[config.mk]
export PLATFORM = sky130hd
export DESIGN_NAME = fifo_ctrl
export DESIGN_NICKNAME = d
export VERILOG_FILES = /design/src/rtl/fifo_ctrl.sv
export SDC_FILE = /design/constraint.sdc
export NUM_CORES = 1
export LEC_CHECK = 0
export CAP_MARGIN = 20
export CORE_UTILIZATION = 48
export CTS_CLUSTER_SIZE = 12
export DETAILED_ROUTE_END_ITERATION = 8
export PLACE_DENSITY = 0.85
export SYNTH_ARGS = -nofsm -noshare
export SYNTH_HDL_FRONTEND = slang
export SYNTH_SLANG_ARGS = --single-unit
[constraint.sdc]
create_clock -name CLK -period 2.7 [get_ports CLK]
set_input_delay 0.405 -clock CLK [delete_from_list [all_inputs] [get_ports CLK]]
set_output_delay 0.405 -clock CLK [all_outputs]
set_load 0.005 [all_outputs]
[src/rtl/fifo_ctrl.sv]
// Pointer, occupancy and sticky-error controller for a first-word-fall-through FIFO
// built around a 2**ADDR_W-entry dual-pointer array. Optional macro: FIFO_CTRL_ALMOST_EN.
module fifo_ctrl #(
  parameter int ADDR_W  = 8,
  parameter int COUNT_W = ADDR_W + 1
`ifdef FIFO_CTRL_ALMOST_EN
  ,
  parameter int AF_LEVEL = (1 << ADDR_W) - 4,
  parameter int AE_LEVEL = 4
`endif
) (
  input  logic               CLK,
  input  logic               RST_N,
  input  logic               WR_REQ,
  input  logic               RD_REQ,
  input  logic               ERR_CLR,
  output logic               WE,
  output logic [ADDR_W-1:0]  WR_PTR,
  output logic [ADDR_W-1:0]  RD_PTR,
  output logic               FULL,
  output logic               EMPTY,
  output logic [COUNT_W-1:0] COUNT,
  output logic               OVF,
`ifdef FIFO_CTRL_ALMOST_EN
  output logic               ALMOST_FULL,
  output logic               ALMOST_EMPTY,
`endif
  output logic               UDF
);

  localparam int                 DEPTH   = 1 << ADDR_W;
  localparam logic [COUNT_W-1:0] DEPTH_C = COUNT_W'(DEPTH);
`ifdef FIFO_CTRL_ALMOST_EN
  localparam logic [COUNT_W-1:0] AF_C    = COUNT_W'(AF_LEVEL);
  localparam logic [COUNT_W-1:0] AE_C    = COUNT_W'(AE_LEVEL);
`endif

  logic               wr_ok;
  logic               rd_ok;
  logic [COUNT_W-1:0] count_nxt;

  // Accept terms gate on the registered flags, so a request never reaches the flags combinationally
  assign wr_ok = WR_REQ & ~FULL & RST_N;
  assign rd_ok = RD_REQ & ~EMPTY & RST_N;
  assign WE    = wr_ok;

  always_comb begin
    count_nxt = COUNT;
    if (wr_ok && !rd_ok)
      count_nxt = COUNT + 1'b1;
    else if (rd_ok && !wr_ok)
      count_nxt = COUNT - 1'b1;
  end

  always_ff @(posedge CLK) begin
    if (!RST_N) begin
      WR_PTR       <= '0;
      RD_PTR       <= '0;
      COUNT        <= '0;
      FULL         <= 1'b0;
      EMPTY        <= 1'b1;
      OVF          <= 1'b0;
      UDF          <= 1'b0;
`ifdef FIFO_CTRL_ALMOST_EN
      ALMOST_FULL  <= 1'b0;
      ALMOST_EMPTY <= 1'b1;
`endif
    end else begin
      if (wr_ok)
        WR_PTR <= WR_PTR + 1'b1;
      if (rd_ok)
        RD_PTR <= RD_PTR + 1'b1;
      COUNT <= count_nxt;
      FULL  <= (count_nxt == DEPTH_C);
      EMPTY <= (count_nxt == '0);
      // A new error in the same cycle as ERR_CLR keeps the flag set
      OVF   <= (WR_REQ & FULL)  | (OVF & ~ERR_CLR);
      UDF   <= (RD_REQ & EMPTY) | (UDF & ~ERR_CLR);
`ifdef FIFO_CTRL_ALMOST_EN
      ALMOST_FULL  <= (count_nxt >= AF_C);
      ALMOST_EMPTY <= (count_nxt <= AE_C);
`endif
    end
  end

endmodule
==> results of run 1 <==
==> cells by family after synthesis <==
kind of cell / Yosys count / synth area share (%)
multiplexers: 1 / 0.694
XOR/XNOR: 22 / 13.4
flip-flops: 29 / 40.3
AND/OR/NAND/NOR: 78 / 29.0
buffers and inverters: 11 / 4.51
AO/OA/AOI/OAI: 16 / 8.68
adder cells (fa/ha/maj): 4 / 3.47
==> state kept, by name, summed over array words and instances, names as in the netlist <==
signal / cells
WR_PTR: 8
OVF: 1
RD_PTR: 8
EMPTY: 1
COUNT: 9
FULL: 1
UDF: 1
==> placed cells by master, fill, tap and decap left out, drive strengths merged, types with 2 or more instances in the layout <==
master / n
clkbuf: 8
nand2b: 2
and3: 6
nor3: 6
or3: 2
clkdlybuf4s50: 34
o21ai: 2
buf: 8
xor2: 13
xnor2: 9
dfxtp: 29
ha: 4
and2: 7
nand2: 12
inv: 3
a21oi: 3
or4: 2
a22oi: 4
nand4: 5
nor2: 24
nand3: 7
o21a: 2
==> final timing paths <==
| path | end | cells past startpoint | from | slack [ps] |
|---|---|---|---|---|
| min reg2reg | WR_PTR[1] | 2 | WR_PTR[1] | 500 |
| max | EMPTY | 7 | COUNT[0] | 280 |
| min | WR_PTR[1] | 2 | WR_PTR[1] | 500 |
| max reg2reg | EMPTY | 7 | COUNT[0] | 280 |
==> layer usage <==
layer	global-route usage, %	routed length, µm	vias up
met3	4.38	133	4
met4	11.5	37	0
met5	0	0	-
met1	27.2	1380	614
li1	-	-	633
met2	34.0	1570	37
==> per-stage QoR <==
stage,hold WS [ps],area [µm²]
floorplan,477,1440
global placement,471,1830
detailed placement,486,1830
CTS,498,1880
global route,544,1880
finish,504,1880
==> worst min-delay path: stages, from the launching register on <==
cell and delay [ps]:
dfxtp_1 350, nand2_1 60, a21oi_1 50
==> power breakdown <==
part | internal, µW | switching (µW)
clock network | 104 | 134
logic | 161 | 138
registers | 460 | 40.1
total | 726 | 312
==> layout make-up <==
class                   count  area [µm²]  share of cell area (%)
flip-flops and latches     29         581                    30.9
repair buffers             42         400                    21.3
well taps                  31        38.8                    2.06
inverters                   4        15.0                   0.799
clock buffers               8        48.8                    2.60
multi-input cells         121         796                    42.3
==> flow_metrics.tcl, run 1 <==
set metrics [dict create \
    drt_wl_total_mm 3.12 \
    synth_nets 170 \
    synth_flop_cell "dfxtp_1" \
    grt_max_degree 13 \
    maxCapViolCount 0 \
    port-buffer-count 34 \
    clock_sinks 29 \
    initial_core_util_pct 51.4 \
    worstMarginPinSlew_ps 311 \
    violations "DRC" \
    cp_data_required_time_ps 2910 \
    clock_latency_ps 310 \
    clkSlewWorstSetupHoldPaths_ps 90 \
    numCtsBuffers 5 \
    end_kind "flip-flop" \
    syn-mean-instance-area_um2 8.95 \
    via_per_inst 5.48 \
    cts_setup_buffers 0 \
    ctsHoldBuffers 0 \
    synth-edff-count 0 \
    rsz0062_at_grt "no" \
    crit_slowest_cell "or4_4" \
    path_class "flip-flop to flip-flop" \
    power_uw 1040 \
    post_cts_resized 0 \
    drt.antenna.violating_nets 0 \
    synth_cell_types 39 \
    drt_iter0_markers 56 \
    async_reset_ff_share_pct 0 \
    via_count 1288 \
    synth.area.top_cells "dfxtp_1 (40%), xor2_1 (7.9%), nor2_1 (6.3%), xnor2_1 (5.5%), ha_1 (3.5%)" \
    gr-total-overflow 0 \
    pre_cts_slack_ps 23.9 \
    finalSetupViolations 0 \
    worst_slack_ps 276 \
    hold_violations 0 \
    slowest_delay_ps 430 \
    avgRoutedWirePerCell_um 13.3 \
    fin_worst_skew_ps 7.47 \
    synth_area_um2 1440 \
    syn_to_final_growth_pct 30.4 \
    grtUsageTotal_pct 21.4 \
    antenna_found_initial 0 \
    die_x_um 56.8 \
    fin_cells 235 \
    ir_drop_mv 0.356 \
    cts_tree "yes" \
    core_area_um2 2810 \
    first_global_vias 1254 \
    synthCells 161 \
    pin_count 35 \
    yosys_warnings 0 \
    hp-class "flip-flop to flip-flop" \
    nNetsFinal 212 \
    rows 19 \
    worstPathArrival_ps 2640 \
    tns_ps 0 \
    p_leak_uw 0.000730 \
    clockRootBuffer "clkbuf_4" \
    fmax_ghz 0.413 \
    critPathMaxFanout 5 \
    synth_most_common_cell "dfxtp_1" \
    yosys.area.top_type "dfxtp_1" \
    nFillCells 236 \
    grt_pass1_wl_mm 5.41 \
    ys_seq_elements 29 \
    final_layout_size_suffix_gt1_share_pct 9.80 \
    globalplace.congestion 0.862 \
    drv_slew 0 \
    seq_area_frac_synth_pct 40.3 \
    cp_top_family "simple AND/OR/NAND/NOR gates" \
    die_area_um2 3230 \
    dr.pass1.iters 6 \
    min_period_ps 2420 \
    crit_buf_inv 1 \
    post-route-period-util_pct 89.8 \
    dieHeight_um 56.8 \
    synthTopCellsByCount "dfxtp_1 (29), nor2_1 (24), xor2_1 (13), nand2_1 (12), xnor2_1 (9)" \
    diodes 0 \
    status "complete, but fails checks" \
    place_hpwl_mm 2.35 \
    crit_chain "inv_1, ha_1, or3_1, a211oi_2, o22ai_1, or4_4, o41ai_2" \
    drc 4 \
    clk_path_buf_depth 2 \
    postLayoutCoreUtil_pct 67.0 \
    critPathLaunchType "flip-flop" \
    slew-limit-headroom_pct 79.2 \
    powerDensity_nw_per_um2 552 \
    synth_top_area_share_pct 40.3 \
    htree_levels 2 \
    dp.cells 227 \
]
Power figures use the tool's default switching activity.
==> run 2: changes to the inputs <==
Settings changed: CAP_MARGIN 20 to unset, CTS_CLUSTER_DIAMETER set to 200.
==> results of run 2 <==
Final layout, timing and power as in run 1 (identical DEF).
==> run 3: changes to the inputs <==
Settings changed: CTS_CLUSTER_DIAMETER 200 to 80.
==> results of run 3 <==
Final layout, timing and power as in run 1 (identical DEF).
==> RTL edit (config.mk and constraints of run 3) <==
`ADDR_W`: 8 -> 9.
--- a/src/rtl/fifo_ctrl.sv
+++ b/src/rtl/fifo_ctrl.sv
@@ -3,3 +3,3 @@
 module fifo_ctrl #(
-  parameter int ADDR_W  = 8,
+  parameter int ADDR_W  = 9,
   parameter int COUNT_W = ADDR_W + 1
Ports: changed (resized COUNT, RD_PTR and WR_PTR); port bits go from 35 to 38. The function was not compared with the original's and may differ.
==> RTL edit against run 3 <==
Fmax grew 1.9%. Clock skew grew 0.0066 ns. Final area grew 16%. Sequential share of layout area shrank 1.6 points. Setup slack gained 0.045 ns. Hold slack gained 0.00069 ns. Synthesized area grew 16%. Routed wire length grew 18%. Via count grew 18%. Power grew 16%. Non-clock buffer count grew 2. Sequential cell count grew 3. Cell count grew 22%. Synthesized cell count grew 24%. Highest routed layer unchanged.
==> RTL edit: results (changes against run 3) <==
DP Area 0.002107 sq mm (+15%); final worst-path cycle share 88.12% (-1.7 points); # nets final 248 (+17%); met2 WL 1.733 mm (+10%); Top Metal Used met4; register area 640.6 sq um (+10%); clock buffers 6 (-2); register area share after synthesis 38.27% (-2.0 points); peak supply drop 0.0004783 V (+34%); Syn Nets 208 (+22%); Pleak 0.8282 nW (+13%); largest net degree at the start of global routing 31 (+18); GRT Overall Usage 21.85% (+0.43 points); area occupied by multi-input gates 950.9 sq um (+19%); Critical Path Fanout Max 8 (+3); met3 routed WL 154 um (+16%); met3 Usage GRT 4.412% (+0.034 points); Multi-Input Combinational 150 (+24%); launch point of the worst reg-to-reg path COUNT[1]; buffering overhead 19.94% (-1.4 points); layout cell share with drive strength beyond 1 9.583% (-0.22 points); routing usage on met2 33.23% (-0.78 points); routed vias/inst 5.322 (-2.9%); Yosys cell types 51 (+31%); Signal buffers 44 (+4.8%); DR WL/cell 12.86 um (-3.1%); Hold Crit Depth 2 (unchanged); commonest cells in the synthesized netlist dfxtp_1, nor2_1, nand2_1; met1 usage 30.12% (+2.9 points); complex-gate fraction of the synthesized area 12.93% (+4.2 points); wl on met1 1.730 mm (+25%); switching share of power 29.56% (-0.48 points); area share of fa/ha/maj cells after synthesis 2.990% (-0.48 points); H-tree levels 2 (unchanged); top post-synthesis cells by area dfxtp_1, xor2_1, nor2_1, nand2_1, ha_1; Starting DRT DRC Count 69 (+23%); Post-DP HPWL 2.625 mm (+12%); Slew HR 70.89% (-8.3 points); mux share of post-synthesis cell area 0.5979% (-0.097 points); Die W 61.06 um (+7.5%); biggest regs COUNT x10, RD_PTR x9, WR_PTR x9; first-pass GRT wire length 6.037 mm (+12%); vias in the first global route 1311 (+4.5%); First-pass DRT Iterations 4 (-2); worst skew pair latency 0.34 ns (+0.03 ns); status completed; R2R Setup Slk 0.32 ns (+0.04 ns); clk cell area share 3.496% (+0.90 points)
-- RTL edit: cell count changes in the layout (fill, tap and decap cells not counted), moves of 4 or more --
cell     before  now
a21oi_1       3    7
xor2_1       13   17
and3_1        6    2
and2_1        7    3
nand2_1      12   23
xnor2_1       9    4
-- RTL edit: through the flow --
stage / cells / setup WS, ns / util, % / hold WS [ns]
2_1_floorplan: 199 / 0.5147 / - / 0.4809
3_3_place_gp: 278 / 0.1093 / 63.14 / 0.4828
3_5_place_dp: 278 / 0.04590 / 63.14 / 0.4934
4_1_cts: 286 / 0.3272 / 65.43 / 0.5088
5_1_grt: 286 / 0.2022 / 65.43 / 0.5191
6_report: 286 / 0.3207 / 65.43 / 0.5046
-- RTL edit: worst max-delay path: stages (launching register included) --
cell,delay [ns]
dfxtp_1,0.52
inv_1,0.08
ha_1,0.33
or3_1,0.38
a211oi_1,0.25
o211ai_1,0.13
a2111o_1,0.38
o31ai_1,0.23
